<file path="src/rtl/ann_layer_mac.sv">
// Time-multiplexed fully-connected ANN layer: one shared signed MAC computes N_OUT
// fixed-point dot products plus bias. Define ANN_RELU_EN to clamp negative results to 0.
`timescale 1ns/1ps
module ann_layer_mac #(
  parameter int DW    = 32,
  parameter int FRAC  = 16,
  parameter int N_IN  = 2,
  parameter int N_OUT = 2,
  parameter int AW    = $clog2(N_OUT*(N_IN+1))
) (
  input  logic                                    clk,
  input  logic                                    rst,
  input  logic                                    w_we,
  input  logic [AW-1:0]                           w_addr,
  input  logic [DW-1:0]                           w_data,
  input  logic                                    in_valid,
  output logic                                    in_ready,
  input  logic [DW-1:0]                           in_data,
  output logic                                    out_valid,
  input  logic                                    out_ready,
  output logic [DW-1:0]                           out_data,
  output logic [((N_OUT>1)?$clog2(N_OUT):1)-1:0]  out_idx,
  output logic                                    out_last,
  output logic                                    busy,
  output logic [1:0]                              dbg_state
);
  localparam int NW   = N_OUT*(N_IN+1);
  localparam int IW   = $clog2(N_IN+1);
  localparam int JW   = (N_OUT > 1) ? $clog2(N_OUT) : 1;
  localparam int ACCW = 2*DW + IW;

  typedef enum logic [1:0] {S_IDLE, S_LOAD, S_MAC, S_EMIT} state_t;
  state_t state, state_nxt;

  logic [IW-1:0]          i_cnt;
  logic [JW-1:0]          j_cnt;
  logic signed [ACCW-1:0] acc;
  logic [DW-1:0]          x_buf [1<<IW];
  logic [DW-1:0]          wmem  [1<<AW];

  logic                   last_x, term_done, last_j, in_hs;
  logic [AW-1:0]          rd_addr;
  logic [DW-1:0]          w_rd, x_rd, sat;
  logic signed [2*DW-1:0] xa, wa, prod, term;
  logic signed [ACCW-1:0] sum;
  logic [ACCW-DW:0]       hi;

  // Handshakes: a transfer happens on a rising edge where valid and ready are both high;
  // a producer holding valid keeps its data stable until that edge.
  assign last_x    = (i_cnt == IW'(N_IN-1));
  assign term_done = (i_cnt == IW'(N_IN));
  assign last_j    = (j_cnt == JW'(N_OUT-1));
  assign in_hs     = in_valid && in_ready;

  always_ff @(posedge clk or posedge rst) begin
    if (rst) state <= S_IDLE;
    else     state <= state_nxt;
  end

  always_comb begin
    state_nxt = state;
    in_ready  = 1'b0;
    out_valid = 1'b0;
    busy      = 1'b1;
    case (state)
      S_IDLE: begin
        in_ready = !rst;
        busy     = 1'b0;
        if (in_valid) state_nxt = last_x ? S_MAC : S_LOAD;
      end
      S_LOAD: begin
        in_ready = !rst;
        if (in_valid && last_x) state_nxt = S_MAC;
      end
      S_MAC: if (term_done) state_nxt = S_EMIT;
      S_EMIT: begin
        out_valid = 1'b1;
        if (out_ready) state_nxt = last_j ? S_IDLE : S_MAC;
      end
      default: state_nxt = S_IDLE;
    endcase
  end

  assign out_idx   = j_cnt;
  assign out_last  = out_valid && last_j;
  assign dbg_state = state;

  // Weight store and input buffer carry no reset: weights persist across resets.
  always_ff @(posedge clk) begin
    if (w_we && state == S_IDLE && int'(w_addr) < NW) wmem[w_addr] <= w_data;
    if (in_hs) x_buf[i_cnt] <= in_data;
  end

  assign rd_addr = AW'(int'(j_cnt) * (N_IN+1) + int'(i_cnt));
  assign w_rd    = wmem[rd_addr];
  assign x_rd    = x_buf[i_cnt];
  assign xa      = {{DW{x_rd[DW-1]}}, x_rd};
  assign wa      = {{DW{w_rd[DW-1]}}, w_rd};
  assign prod    = xa * wa;
  assign term    = prod >>> FRAC;
  // In the bias cycle w_rd addresses the bias word of the current neuron.
  assign sum     = acc + {{(ACCW-DW){w_rd[DW-1]}}, w_rd};
  assign hi      = sum[ACCW-1:DW-1];

  always_comb begin
    if (&hi || ~|hi)   sat = sum[DW-1:0];
    else if (sum[ACCW-1]) sat = {1'b1, {(DW-1){1'b0}}};
    else                  sat = {1'b0, {(DW-1){1'b1}}};
`ifdef ANN_RELU_EN
    if (sat[DW-1]) sat = '0;
`endif
  end

  always_ff @(posedge clk or posedge rst) begin
    if (rst) begin
      i_cnt    <= '0;
      j_cnt    <= '0;
      acc      <= '0;
      out_data <= '0;
    end else begin
      case (state)
        S_IDLE, S_LOAD: begin
          if (in_hs) begin
            if (last_x) begin
              i_cnt <= '0;
              j_cnt <= '0;
              acc   <= '0;
            end else begin
              i_cnt <= i_cnt + 1'b1;
            end
          end
        end
        S_MAC: begin
          if (!term_done) begin
            acc   <= acc + {{IW{term[2*DW-1]}}, term};
            i_cnt <= i_cnt + 1'b1;
          end else begin
            out_data <= sat;
          end
        end
        S_EMIT: begin
          if (out_ready) begin
            i_cnt <= '0;
            acc   <= '0;
            j_cnt <= last_j ? '0 : j_cnt + 1'b1;
          end
        end
        default: ;
      endcase
    end
  end
endmodule

</file>
<file path="config.mk">
export PLATFORM = sky130hd
export DESIGN_NAME = ann_layer_mac
export DESIGN_NICKNAME = d
export VERILOG_FILES = /design/src/rtl/ann_layer_mac.sv
export SDC_FILE = /design/constraint.sdc
export NUM_CORES = 2
export LEC_CHECK = 0
export CORE_MARGIN = 1.5
export CORE_UTILIZATION = 30
export CTS_BUF_LIST = sky130_fd_sc_hd__clkbuf_16
export CTS_CLUSTER_DIAMETER = 200
export CTS_CLUSTER_SIZE = 25
export DETAILED_ROUTE_END_ITERATION = 8
export DONT_BUFFER_PORTS = 1
export SYNTH_ARGS = -nofsm -noshare
export SYNTH_HDL_FRONTEND = slang
export SYNTH_SLANG_ARGS = --single-unit
</file>
<file path="constraint.sdc">
create_clock -name clk -period 27.2 [get_ports clk]
set_input_delay 5.44 -clock clk [delete_from_list [all_inputs] [get_ports clk]]
set_output_delay 5.44 -clock clk [all_outputs]
set_load 0.02 [all_outputs]
</file>
# After elaboration in Yosys (flattened, before gate mapping)

Memories as Yosys holds them, arrays and structs flattened.
Index checks and enable logic that the tools add are counted.

Memories: 2
ROM bits: 0
Word-level logic and storage cells: 76
Output and inout bits: 39
Latch bits: 0
Input port bits: 72
RAM bits: 384
Register bits after elaboration: 103

Order comparisons: 1
Reduce and logical (&&, ||, !) cells: 18
Multipliers: 2
Add/subtract/negate cells: 5
Shifts and indexed selects: 0
Div/mod/pow operators: 0
Muxes and demuxes: 31
Equality and inequality tests: 12
Bitwise gates (word level): 0

Memory list:

| name  | depth | width | read ports | clocked after Yosys merged registers in | write ports | line | source |
|---|---|---|---|---|---|---|---|
| wmem  | 8     | 32    | 1          | 0                                       | 1           | 39   | `logic [DW-1:0] wmem [1<<AW];` |
| x_buf | 4     | 32    | 1          | 0                                       | 1           | 38   | `logic [DW-1:0] x_buf [1<<IW];` |

Operators with widths:

| cell                                               | count |
|---|---|
| 2-to-1 mux 66 bit                                  | 4 |
| one-hot mux 66 bit (3 select lines)                | 1 |
| adder 66 bit                                       | 2 |
| multiplier 32 x 32 -> 64 bit                       | 1 |
| 2-to-1 mux 32 bit                                  | 2 |
| AND reduction 35 bit                               | 1 |
| OR reduction 35 bit                                | 1 |
| 2-to-1 mux 2 bit                                   | 10 |
| AND reduction 4 bit                                | 3 |
| 2-to-1 mux 1 bit                                   | 11 |
| != test 2 bit (second input constant)              | 5 |
| one-hot mux 2 bit (4 select lines)                 | 1 |
| == test 2 bit (second input constant)              | 3 |
| one-hot mux 2 bit (3 select lines)                 | 1 |
| logical AND 1 bit                                  | 5 |
| == test 2 x 1 -> 1 bit (second input constant)     | 2 |
| != test 2 x 1 -> 1 bit (second input constant)     | 2 |
| adder 3 x 2 -> 3 bit                               | 1 |
| less-than comparator 3 bit (second input constant) | 1 |
| multiplier 1 x 2 -> 3 bit (second input constant)  | 1 |
| AND reduction 3 bit                                | 1 |
| adder 2 x 1 -> 2 bit (second input constant)       | 1 |
| logical NOT 1 bit                                  | 2 |
| logical NOT 2 bit                                  | 1 |
| other kinds (6)                                    | 6 |

# Depth between registers and ports, before layout

An unclocked memory read counts as a cell.

Depth in word-level cells: 8
Depth in mapped cells: 56
Mapped depth without buffers: 48

# Worst setup path before layout

OpenSTA, ideal clock, no wires.

Path type: register to register
Start point: register i_cnt[1]
End point: register acc[65]
Path slack: 12.971 ns
Setup time: 0.079 ns
Arrival time: 14.149 ns
Period minus slack after synthesis: 14.229 ns
Cell stages (with the launch flop): 52
Buffers on the path: 9
Data required time: 27.121 ns
Path through: dfrtp_1 buf_1 buf_1 clkbuf_1 inv_1 fa_1 buf_2 buf_1 clkbuf_1 clkbuf_1 mux4_2 mux2i_1 clkbuf_1 nor2_1 fa_1 inv_1 fa_1 inv_1 [... 16 more ...] a31o_2 a211oi_1 xnor2_1 ha_1 clkbuf_1 a21oi_1 o21bai_1 a21oi_1 o21bai_1 a21oi_1 nor2b_1 o21ai_0 nand2b_1 nor3_1 o31ai_1 and3_1 nor3_1 a2bb2oi_1

Longest elaborated chain between the ends: 6
Elaborated cells between the ends (all ways): 12
Classes of those cells: add/sub: 2; mul: 1; eq/ne: 4; mux: 2; reduce/logical: 1; memory: 2

Ends and longest elaborated chain:

| element                             | line | source |
|---|---|---|
| start: declaration                  | 35   | `logic [IW-1:0] i_cnt;` |
| start signal: assignment            | 129  | `i_cnt <= i_cnt + 1'b1;` |
| start signal: assignment            | 136  | `i_cnt <= i_cnt + 1'b1;` |
| adder 3 x 2 -> 3 bit                | 94   | `assign rd_addr = AW'(int'(j_cnt) * (N_IN+1) + int'(i_cnt));` |
| memory (8 x 32 bit)                 | --   |  |
| multiplier 32 x 32 -> 64 bit        | 99   | `assign prod = xa * wa;` |
| adder 66 bit                        | 135  | `acc <= acc + {{IW{term[2*DW-1]}}, term};` |
| 2-to-1 mux 66 bit                   | 134  | `if (!term_done) begin` |
| one-hot mux 66 bit (3 select lines) | 121  | `case (state)` |
| end signal: assignment              | 135  |  |
| end: declaration                    | 37   | `logic signed [ACCW-1:0] acc;` |

Parallel ways exist; a longest one is shown, timed or not. The select of a mux whose other input is x is not followed.
A chain may end at the register's enable or synchronous reset.

# Final worst setup path

Start point: register i_cnt[0]
End point: register acc[64]

The elaborated chain is that of the path after synthesis.

==> metrics.md <==
| Metric | Value |
|---|---|
| Max-slew violations | 0 |
| Async SR Flop Fraction | 0.211 |
| Drt total wl | 176000 µm |
| Initial antenna violation count | 3 |
| Die Y | ~450 µm |
| CP max stage cell | fa_4 |
| Fmax | around 0.067 GHz |
| Ys Warns | 0 |
| Top cell by count, worst path | fa_1 |
| Resized Gates After CTS | 0 |
| Share of layout cells above drive strength 1 | 0.0551 |
| Hold buffers post-CTS | 0 |
| Tcrit/Tclk final | 0.552 |
| Synth top area share | 0.361 |
| Tightest Pin Transition | approximately 1.2 ns |
| Vias in the first global route | 45100 |
| IO buf count | 0 |
| EDFF count, synth | 384 |
| Full die area | 203000 µm² |
| Final worst path period need | 15.00 ns |
| Final-report hold violation count | 0 |
| Largest net degree at the start of global routing | 68 |
| Vias | 42100 |
| Clk root buf | clkbuf_16 |
| Reg clk slew, reported paths | approximately 0.12 ns |
| RSZ-0062 raised after global routing | no |
| Worst path max stage delay | between 1 and 1.5 ns |
| Total core area | 199000 µm² |
| Register Area | 14100 µm² |
| Status | finished clean |
| Post-Route Setup TNS | 0 ns |
| Hold Crit Class | reg2reg |
| GRT overflow | 0 |
| Area grow syn2layout | 7.12% |
| First-pass GRT wire length | between 200000 and 300000 µm |
| Final setup viols | 0 |
| Layout Nets | 7221 |
| Worst-case clock skew | 0.0478 ns |
| Sequential area share after synthesis | 0.235 |
| CTS tree | built |
| Post-route cell area | approximately 64000 µm² |
| CTS Sinks | roughly 490 |
| Area contributors post-synth | fa_1 (36%), edfxtp_1 (19%), ha_1 (6.6%) |
| Tot GR Track Use | 0.174 |
| Pre-CTS setup slack | 12.17 ns |
| Drt pass-1 iters | 6 |
| Crit path kind | reg2reg |
| Setup ws final | 12.20 ns |
| Hpwl dp | 136000 µm |
| Synth Area per Inst | 10.3 µm² |
| Clock buffer count from CTS | 23 |
| Die X | approximately 450 µm |
| CP arrival | around 16 ns |
| Initial Util | 0.301 |
| Row count | approximately 160 |
| DRT iter0 DRCs | 3313 |
| Synthesized cell area | ~60000 µm² |
| Slew margin rel. | 0.169 |
| Worst skew pair latency | 0.64 ns |
| Type of origin of the critical path | flop |
| CP required | 27.74 ns |
| Synth Instances | 5821 |
| Multi-input gate area | 41800 µm² |
| Placed cell areas | ~64000 µm² |
| Top-count cell post-synth | fa_1 |
| ANT nets after route | 0 |
| Synth cell count leaders | fa_1 (1084), inv_1 (988), nand2_1 (728), nor2_1 (568), edfxtp_1 (384) |
| H-Tree Depth | 1 |
| Clock Path Buffers | 3 |
| Per-cell routed wire length | 20.9 µm |
| Synth unique cells | 83 |
| GP Congestion | 0.928 |
| Setup Buffers After CTS | 0 |
| Top cell type by total area after synthesis | fa_1 |
| Synth Register Bits | around 490 |
| Max Cap Violations | 0 |
| CP Capture Type | flop |
| Boundary Pins | ~110 |
| CP max FO | 51 |
| Fillers | between 20000 and 25000 |
| Drc violations | 0 |
| Vias per inst | 5.00 |
| Placed Cells | 8379 |
| Synth Flop Type | edfxtp_1 |
| Final Non-Filler Cells | 8414 |
[through the flow]
stage	hold WS (ns)	util
after detailed placement	0.523	0.320
after CTS	0.553	0.323
after floorplan	0.478	-
final	0.542	0.323
after global placement	0.510	0.320
after global routing	0.577	0.323
[placed cells by master (no fill, tap or decap), types with 32 or more instances in the layout]
master and count:
conb_1 64, inv_1 993, a21o_1 107, buf_4 106
nand4_1 41, o21ai_0 156, mux2i_1 41, nor2_1 568
xor2_1 66, dfrtp_1 101, o21a_1 45, a21oi_1 179
nand3_1 38, fa_1 1083, nor2b_1 32, ha_1 316
mux4_2 67, nand2_1 728, nor3_1 33, mux2_2 43
edfxtp_1 384, xnor2_1 106, and2_1 68
[sequential cells by signal, summed over array words and instances (netlist names)]
| name | count |
|---|---|
| i_cnt | 2 |
| x_buf | 128 |
| out_idx | 1 |
| acc | 66 |
| out_data | 32 |
| dbg_state | 2 |
| wmem | 256 |
[cells by family after synthesis]
group                      Yosys count  synth area share
AOI/OAI and AO/OA                  713            0.0771
xor gates and xnor gates           173            0.0252
adders and majority gates         1401             0.427
buffers and inverters             1260            0.0791
DFF                                487             0.235
muxes                              168            0.0428
other                                1         0.0000624
and+or+nand+nor                   1618             0.114
[layout make-up]
class	instances	share of cell area
multi-input combinational	4137	0.649
clock buffer	23	0.00894
antenna	3	0.000117
inverter	993	0.0579
sequential	487	0.219
tap	2656	0.0516
clock inverter	9	0.00113
timing repair buffer	106	0.0124
[worst max-delay path, delay by kind of cell (launching register included)]
family | cells | cell delay [ns]
AOI/OAI and AO/OA | 16 | 3.57
xor gates and xnor gates | 2 | 0.34
adders and majority gates | 12 | 6.61
buffers and inverters | 10 | 2.64
DFF | 1 | 0.71
muxes | 2 | 0.57
and+or+nand+nor | 2 | 0.41
[per-layer routing]
| metal | track usage | up-vias | part of all wire |
|---|---|---|---|
| li1 | - | 18300 | - |
| met4 | 0.0745 | 2 | 0.051 |
| met2 | 0.305 | 1397 | 0.50 |
| met1 | 0.215 | 22000 | 0.39 |
| met5 | 0 | - | 0.000074 |
| met3 | 0.0215 | 370 | 0.064 |
[worst paths after layout]
path                            startpoint      endpoint  slack (ns)  cells after the start
worst min-delay path               acc[34]       acc[34]        0.54                      2
worst max-delay path              i_cnt[0]       acc[64]       12.20                     44
worst max register to register    i_cnt[0]       acc[64]       12.20                     44
max in group asynchronous              rst       acc[59]       21.17                      2
worst min register to register     acc[34]       acc[34]        0.54                      2
min in group asynchronous              rst  dbg_state[1]        4.80                      1
Power is not shown: default switching activity piles up to over one toggle a cycle in this logic, so the estimate is an artifact.
